[config.mk]
export PLATFORM = sky130hd
export DESIGN_NAME = cordic_ci_ctrl
export DESIGN_NICKNAME = d
export VERILOG_FILES = /design/src/rtl/cordic_pkg.sv /design/src/rtl/cordic_ci_watchdog.sv /design/src/rtl/cordic_ci_ctrl.sv
export SDC_FILE = /design/constraint.sdc
export NUM_CORES = 1
export LEC_CHECK = 0
export CAP_MARGIN = 25
export CORE_MARGIN = 5
export CORE_UTILIZATION = 30
export DETAILED_ROUTE_END_ITERATION = 16
export GPL_ROUTABILITY_DRIVEN = 1
export PLACE_DENSITY = 0.66
export SLEW_MARGIN = 30
export SYNTH_ARGS = -nofsm -noshare
export SYNTH_HDL_FRONTEND = slang
export SYNTH_SLANG_ARGS = --single-unit
[constraint.sdc]
create_clock -name clk -period 2.01 [get_ports clk]
set_clock_uncertainty 0.15 [all_clocks]
set_input_delay 0.402 -clock clk [delete_from_list [all_inputs] [get_ports clk]]
set_output_delay 0.402 -clock clk [all_outputs]
set_load 0.05 [all_outputs]
[src/rtl/cordic_pkg.sv]
// Shared types and defaults for the CORDIC custom-instruction front end.
// Holds the controller state encoding and the default widths/values.
package cordic_pkg;

  localparam int unsigned CORDIC_DATA_W = 32;
  localparam logic [31:0] CORDIC_ERR_VALUE = 32'hDEAD_BEEF;

  typedef enum logic [1:0] {
    ST_IDLE   = 2'd0,
    ST_LAUNCH = 2'd1,
    ST_WAIT   = 2'd2,
    ST_RESP   = 2'd3
  } cordic_state_e;

endpackage

[src/rtl/cordic_ci_watchdog.sv]
// WAIT-state watchdog: counts enabled WAIT cycles and flags expiry on the
// TIMEOUT-th one. Ports: clk, rst, i_count, i_clear, o_expired.
module cordic_ci_watchdog #(
  parameter int unsigned TIMEOUT = 1023
) (
  input  logic clk,
  input  logic rst,
  input  logic i_count,
  input  logic i_clear,
  output logic o_expired
);

  localparam int unsigned CW = $clog2(TIMEOUT + 1);
  localparam logic [CW-1:0] LAST = CW'(TIMEOUT - 1);

  logic [CW-1:0] r_cnt;

  always_ff @(posedge clk) begin
    if (rst || i_clear) begin
      r_cnt <= '0;
    end else if (i_count && (r_cnt != LAST)) begin
      r_cnt <= r_cnt + 1'b1;
    end
  end

  // r_cnt holds the number of WAIT cycles already completed
  assign o_expired = i_count && (r_cnt == LAST);

endmodule

[src/rtl/cordic_ci_ctrl.sv]
// Custom-instruction front end: launches the delay stage, captures dp_out on
// its done and returns it with a one-cycle done. Optional watchdog:
// define CORDIC_CTRL_TIMEOUT_EN.
// Ports: clk, rst, clk_en, start, dataa, result, done, busy, dp_in,
// dp_in_valid, dp_out, dly_rst, dly_max, dly_done.
module cordic_ci_ctrl
  import cordic_pkg::*;
#(
  parameter int unsigned DATA_W        = CORDIC_DATA_W,
  parameter int unsigned COUNTER_WIDTH = 10,
  parameter int unsigned DLY_MAX       = 8,
  parameter int unsigned TIMEOUT       = 1023,
  parameter logic [DATA_W-1:0] ERR_VALUE = DATA_W'(CORDIC_ERR_VALUE)
) (
  input  logic                     clk,
  input  logic                     rst,
  input  logic                     clk_en,
  input  logic                     start,
  input  logic [DATA_W-1:0]        dataa,
  output logic [DATA_W-1:0]        result,
  output logic                     done,
  output logic                     busy,
  output logic [DATA_W-1:0]        dp_in,
  output logic                     dp_in_valid,
  input  logic [DATA_W-1:0]        dp_out,
  output logic                     dly_rst,
  output logic [COUNTER_WIDTH-1:0] dly_max,
  input  logic                     dly_done
);

  cordic_state_e     r_state;
  logic [DATA_W-1:0] r_dp_in;
  logic [DATA_W-1:0] r_result;
  logic              r_done;
  logic              r_dly_rst;
  logic              r_dp_in_valid;
  logic              r_pending;
  logic              w_timeout;
  logic              w_in_wait;

  if (DLY_MAX >= (2 ** COUNTER_WIDTH) || TIMEOUT < 1) begin : g_bad_cfg
    $error("cordic_ci_ctrl: DLY_MAX or TIMEOUT out of range");
  end

  assign w_in_wait = (r_state == ST_WAIT);

`ifdef CORDIC_CTRL_TIMEOUT_EN
  cordic_ci_watchdog #(
    .TIMEOUT(TIMEOUT)
  ) u_wdog (
    .clk      (clk),
    .rst      (rst),
    .i_count  (clk_en && w_in_wait),
    .i_clear  (!w_in_wait),
    .o_expired(w_timeout)
  );
`else
  assign w_timeout = 1'b0;
`endif

  always_ff @(posedge clk) begin
    if (rst) begin
      r_state       <= ST_IDLE;
      r_dp_in       <= '0;
      r_result      <= '0;
      r_done        <= 1'b0;
      r_dly_rst     <= 1'b0;
      r_dp_in_valid <= 1'b0;
      r_pending     <= 1'b0;
    end else if (clk_en) begin
      r_done        <= 1'b0;
      r_dly_rst     <= 1'b0;
      r_dp_in_valid <= 1'b0;
      unique case (r_state)
        ST_IDLE: begin
          if (start) begin
            r_dp_in       <= dataa;
            r_dly_rst     <= 1'b1;
            r_dp_in_valid <= 1'b1;
            r_state       <= ST_LAUNCH;
          end
        end
        ST_LAUNCH: r_state <= ST_WAIT;
        ST_WAIT: begin
          // result already captured while frozen
          if (r_pending) begin
            r_pending <= 1'b0;
            r_done    <= 1'b1;
            r_state   <= ST_RESP;
          end else if (dly_done) begin
            r_result <= dp_out;
            r_done   <= 1'b1;
            r_state  <= ST_RESP;
          end else if (w_timeout) begin
            r_result <= ERR_VALUE;
            r_done   <= 1'b1;
            r_state  <= ST_RESP;
          end
        end
        ST_RESP: r_state <= ST_IDLE;
        default: r_state <= ST_IDLE;
      endcase
    end else if (w_in_wait && dly_done && !r_pending) begin
      // dly_done lasts only two cycles; grab dp_out even while frozen
      r_result  <= dp_out;
      r_pending <= 1'b1;
    end
  end

  assign result      = r_result;
  assign done        = r_done;
  assign busy        = (r_state != ST_IDLE);
  assign dp_in       = r_dp_in;
  assign dp_in_valid = r_dp_in_valid;
  assign dly_rst     = r_dly_rst;
  assign dly_max     = COUNTER_WIDTH'(DLY_MAX);

endmodule

# ---- Word level (Yosys, flattened, before mapping)
# Cells that the tools add are included.
dict set report op_classes {
  addsub 0
  mul 0
  div 0
  order_cmp 0
  n_eq_ne 8
  shifts 0
  mux 17
  bitwise_logic 0
  reduce_logical 10
}
# cell n
set ops {}
lappend ops {{32-bit 2-to-1 mux} 5}
lappend ops {{1-bit 2-to-1 mux} 8}
lappend ops {{2-bit one-hot mux with 4 select lines} 1}
lappend ops {{2-bit 2-to-1 mux} 3}
lappend ops {{3-bit AND reduction} 2}
lappend ops {{2-bit equality test (second input constant)} 2}
lappend ops {{2-bit by 1-bit inequality test with 1-bit output (second input constant)} 2}
lappend ops {{2-bit inequality test (second input constant)} 2}
lappend ops {{4-bit AND reduction} 1}
lappend ops {{2-bit nonzero test} 2}
lappend ops {{3-bit inequality test (second input constant)} 1}
lappend ops {{2-bit by 1-bit equality test with 1-bit output (second input constant)} 1}
lappend ops {{1-bit logical AND} 2}
lappend ops {{2-bit zero test} 1}
lappend ops {{2-bit AND reduction} 1}
lappend ops {{1-bit zero test} 1}
dict set report totals {
  regBits 69
  latch_bits 0
  mem_bits_rw 0
  rom_bits 0
  input_bits 69
  n_memories 0
}

# ---- Depth between registers and ports, before layout
dict set report depth {
  depth_word 5
  ltp_mapped 7
}

# ---- Worst setup path after synthesis
# Ideal clock, no wire load.
dict set report synth_timing {
  path_type {flip-flop to flip-flop}
  startpoint {register r_state[1]}
  endpoint {register r_state[0]}
  t_arrival_ns 1.248
  setup_slack_ns 0.497
  path_stages_with_launch 5
  synth_period_minus_slack_ns 1.513
  path_cell_list {dfxtp_1 inv_1 ha_1 or4_1 and3b_1}
}
dict set report synth_between {
  elab_chain_cells 3
  word_cells_on_any_way 8
  classes_between {5 x eq/ne; 1 x mux; 2 x reduce/logical}
}
# item line
set synth_rtl {}
lappend synth_rtl {{start: declaration} cordic_ci_ctrl.sv:31} ;# cordic_state_e r_state;
lappend synth_rtl {{start signal: assignment} cordic_ci_ctrl.sv:63} ;# r_state <= ST_IDLE;
lappend synth_rtl {{start signal: assignment} cordic_ci_ctrl.sv:80} ;# r_state <= ST_LAUNCH;
lappend synth_rtl {{start signal: assignment} cordic_ci_ctrl.sv:83} ;# ST_LAUNCH: r_state <= ST_WAIT;
lappend synth_rtl {{2-bit equality test / 2-bit zero test (equally long branches)} cordic_ci_ctrl.sv:74} ;# unique case (r_state)
lappend synth_rtl {{3-bit inequality test (no source line) / 2-bit inequality test (equally long branches)} -}
lappend synth_rtl {{3-bit AND reduction (no source line)} -}
# Parallel ways exist; a longest one is shown, timed or not.
# A chain may end at the register's enable or synchronous reset.

# ---- Worst setup path after layout
dict set report layout_timing {
  startpoint {register r_state[1]}
  endpoint {output busy}
}
dict set report layout_between {
  elab_chain_cells 1
}
# item line
set layout_rtl {}
lappend layout_rtl {{2-bit nonzero test} cordic_ci_ctrl.sv:112} ;# assign busy = (r_state != ST_IDLE);
lappend layout_rtl {{end: declaration} cordic_ci_ctrl.sv:22} ;# output logic busy,
# No other way between the ends.

==> impl_results.md <==
* Portion of total power attributed to sequential cells at 0.434
* Chip width at roughly 100 um
* Top cell type's share of synthesized area at 0.5425
* Detailed Route WL at a little over 7 mm
* Minimum clock period after layout at 1.818 ns
* Worst-path maximum fanout at 5
* Pin count of the biggest net entering global routing at 34
* Top post-synthesis cells by area: sky130_fd_sc_hd__dfxtp_1 (54%), sky130_fd_sc_hd__nand2_1 (19%), sky130_fd_sc_hd__a21oi_1 (13%)
* Sink Count at 69
* Vias in the first global route at around 2500
* TritonRoute pass-1 iters at 5
* Total inserted antenna cells at 0
* Post-Synthesis Cells at ~320
* Setup slack after layout at 0.1919 ns
* Power Internal at roughly 2.4 mW
* Switching Power at about 0.93 mW
* Final worst-path cycle share at 0.9045
* Post_cts resized at 0
* Initial Util at 0.3083
* Worst min-delay path category: flip-flop to flip-flop
* Max Buffers Root-to-Sink at 2
* Final-layout setup total negative slack at 0 ns
* Static Leak at between 1.5 and 2 nW
* Root buffer cell: sky130_fd_sc_hd__clkbuf_8
* Library cell with the highest instance count after synthesis: sky130_fd_sc_hd__nand2_1
* Final setup violating endpoints at 0
* Synth Area per Inst at between 7 and 8 um^2
* Worst EP arrival at about 1.3 ns
* TritonCTS clock tree: yes
* Number of cells traversed by the worst register-to-register path at 4
* Antenna violations before repair at 0
* Upper clock frequency limit at 550.0 MHz
* Dominant register cell in the synthesized netlist: sky130_fd_sc_hd__dfxtp_1
* Avg WL per Cell at about 13 um
* Endpoint type of the worst setup path: primary output
* Yosys warns at 0
* CTS hold repair buffers at 0
* Worst Hold Launch: result[10]$_SDFFE_PP0P_
* Clock edge transition at the registers on the reported setup and hold paths at approximately 0.07 ns
* Half-perimeter wire length after placement at approximately 5.4 mm
* Total gr overflow at 0
* Category of the most critical setup path: flip-flop to primary output
* Worst-case register-to-register setup slack at roughly 0.38 ns
* Routability congestion estimate at 0.7018
* Count of buffers from port buffering at around 140
* Remaining antenna violation count at 0
* # IOs at between 100 and 150
* Status: finished, final reports clean
* Peak supply drop at approximately 0.45 mV
* Crit path required time at between 1 and 1.5 ns
* Library cell occupying the most area in the post-synthesis netlist: sky130_fd_sc_hd__dfxtp_1
* Power per cell area at slightly above 800 nW/um^2
* Pre-CTS WS at roughly 0.076 ns
* # Post-CTS Setup Buffers at 0
* List of most frequent post-synthesis cells: sky130_fd_sc_hd__nand2_1 (129), sky130_fd_sc_hd__dfxtp_1 (69), sky130_fd_sc_hd__a21oi_1 (68), sky130_fd_sc_hd__clkbuf_1 (13), sky130_fd_sc_hd__buf_4 (11)
* Count of flip-flops with a built-in enable after synthesis at 0
* Via total after detailed routing at around 2500
* Fraction of power consumed by combinational cells at 0.192
* H-tree depth reported by CTS at 3
* Global-route wire length before repair at ~11 mm
* Number of nets in the final layout at approximately 530
* Cells on Worst Hold Path at 2
* Count of distinct cell types in the synthesized netlist at 21
* Clock buffers created by TritonCTS at 9
* Worst hold endpoint: result[10]$_SDFFE_PP0P_
* Switching part of the total power at 0.2781
* Part of the total power dissipated in the clock network at 0.374
* Share of post-route cells with drive strength above 1 at 0.2126
* Worst setup SP type: flip-flop
* Sequential fraction of the synthesis area at 0.5425
* Start of the worst register-to-register path: r_state[1]$_SDFFE_PP0P_
* Std cell rows at 33
* Final hold violation count at 0
* Fraction of the core area covered by cells at the end of the flow at 0.4948
* Clock latency at the later pin of the worst-skew pair at 0.33 ns
* Area Growth Syn to Fin at 60.49%
* Detailed Route Iter0 Violations at 81
* GRT Util Overall at 0.1378
* Max-cap check violation count at 0
* Residual DRC count at 0
* Worst reg2reg path endpoint: r_state[0]$_SDFFE_PP0P_
* Cell area after synthesis at ~2500 um^2
* Total Die Area at around 10000 um^2
* Final slew viol count at 0
* Vias per cell at 4.394
* Flops & latches, synth at 69
* Unrepaired setup endpoints after global routing: no
* Core region area at approximately 8300 um^2
* Vert. Die Dim at around 100 um
* Share of async-settable or async-resettable flops after synthesis at 0
## worst max path at each step
stage / start / to / slack [ns] / cells after the start
final: r_state[1]$_SDFFE_PP0P_ / busy / 0.19 / 4
after global routing: r_state[1]$_SDFFE_PP0P_ / busy / 0.11 / 4
after CTS: r_state[1]$_SDFFE_PP0P_ / busy / 0.17 / 4
after detailed placement: clk_en / r_state[0]$_SDFFE_PP0P_ / 0.08 / 4
after global placement: clk_en / r_state[0]$_SDFFE_PP0P_ / 0.10 / 4
after floorplan: r_state[1]$_SDFFE_PP0P_ / r_state[0]$_SDFFE_PP0P_ / 0.50 / 4
## critical path, stage by stage, from the launching register on
cell and delay, ns:
sky130_fd_sc_hd__dfxtp_1 0.39, sky130_fd_sc_hd__inv_1 0.06, sky130_fd_sc_hd__ha_1 0.23, sky130_fd_sc_hd__inv_1 0.11
sky130_fd_sc_hd__buf_12 0.14
## per-layer routing
metal  vias up  track usage  wire length, um
li1       1279            -                -
met4         0      0.03734               84
met5         -            0                0
met3         9      0.05939              711
met1      1116       0.1470             2786
met2        83       0.2484             3677
## logic make-up after synthesis
group | after synthesis | share of synthesized area
fa+ha+maj | 3 | 0.01474
simple gates | 139 | 0.2177
compound gates | 72 | 0.1455
flops | 69 | 0.5425
buf+inv | 38 | 0.07666
other cells | 2 | 0.002950
## registers in the layout (all words and copies together), names as in the netlist
| name | flops |
|---|---|
| result | 32 |
| dp_in | 32 |
| r_pending | 1 |
| dp_in_valid | 1 |
| r_state | 2 |
| done | 1 |
## stage by stage
stage / power (mW) / area (um^2) / instances / hold WS [ns]
global route: 3.503 / 4086 / 566 / 0.3228
global placement: 2.115 / 3862 / 550 / 0.2919
floorplan: 1.853 / 2576 / 331 / 0.3312
finish: 3.332 / 4086 / 566 / 0.3047
CTS: 3.389 / 4086 / 566 / 0.3078
detailed placement: 2.123 / 3862 / 550 / 0.2966
## power by group through the flow
stage	clock network, mW	logic, mW	registers, mW
finish	1.25	0.639	1.45
global route	1.37	0.681	1.45
CTS	1.30	0.647	1.45
detailed placement	0	0.644	1.48
global placement	0	0.639	1.48
floorplan	0	0.210	1.64
## layout by cell type, fill, tap and decap left out, types with 2 or more instances in the layout
| master | synthesis | layout |
|---|---|---|
| sky130_fd_sc_hd__a21oi_1 | 68 | 68 |
| sky130_fd_sc_hd__and3b_1 | 2 | 2 |
| sky130_fd_sc_hd__buf_12 | 0 | 5 |
| sky130_fd_sc_hd__buf_4 | 11 | 74 |
| sky130_fd_sc_hd__bufinv_16 | 0 | 2 |
| sky130_fd_sc_hd__clkbuf_8 | 0 | 10 |
| sky130_fd_sc_hd__clkdlybuf4s50_1 | 0 | 67 |
| sky130_fd_sc_hd__clkinv_2 | 0 | 2 |
| sky130_fd_sc_hd__conb_1 | 2 | 10 |
| sky130_fd_sc_hd__dfxtp_1 | 69 | 69 |
| sky130_fd_sc_hd__ha_1 | 3 | 3 |
| sky130_fd_sc_hd__inv_1 | 4 | 4 |
| sky130_fd_sc_hd__nand2_1 | 129 | 129 |
| sky130_fd_sc_hd__o31ai_1 | 2 | 2 |
| sky130_fd_sc_hd__or4_1 | 2 | 2 |
## cell type report
type | count | area [um^2]
sequential | 69 | 1381
timing repair buffer | 147 | 1331
clock inverter | 6 | 86.33
fill | 809 | 4172
tap | 105 | 131.4
multi-input combinational | 224 | 999.7
clock buffer | 10 | 137.6
inverter | 5 | 18.77
Note: power is estimated with default switching activity, not from simulation.
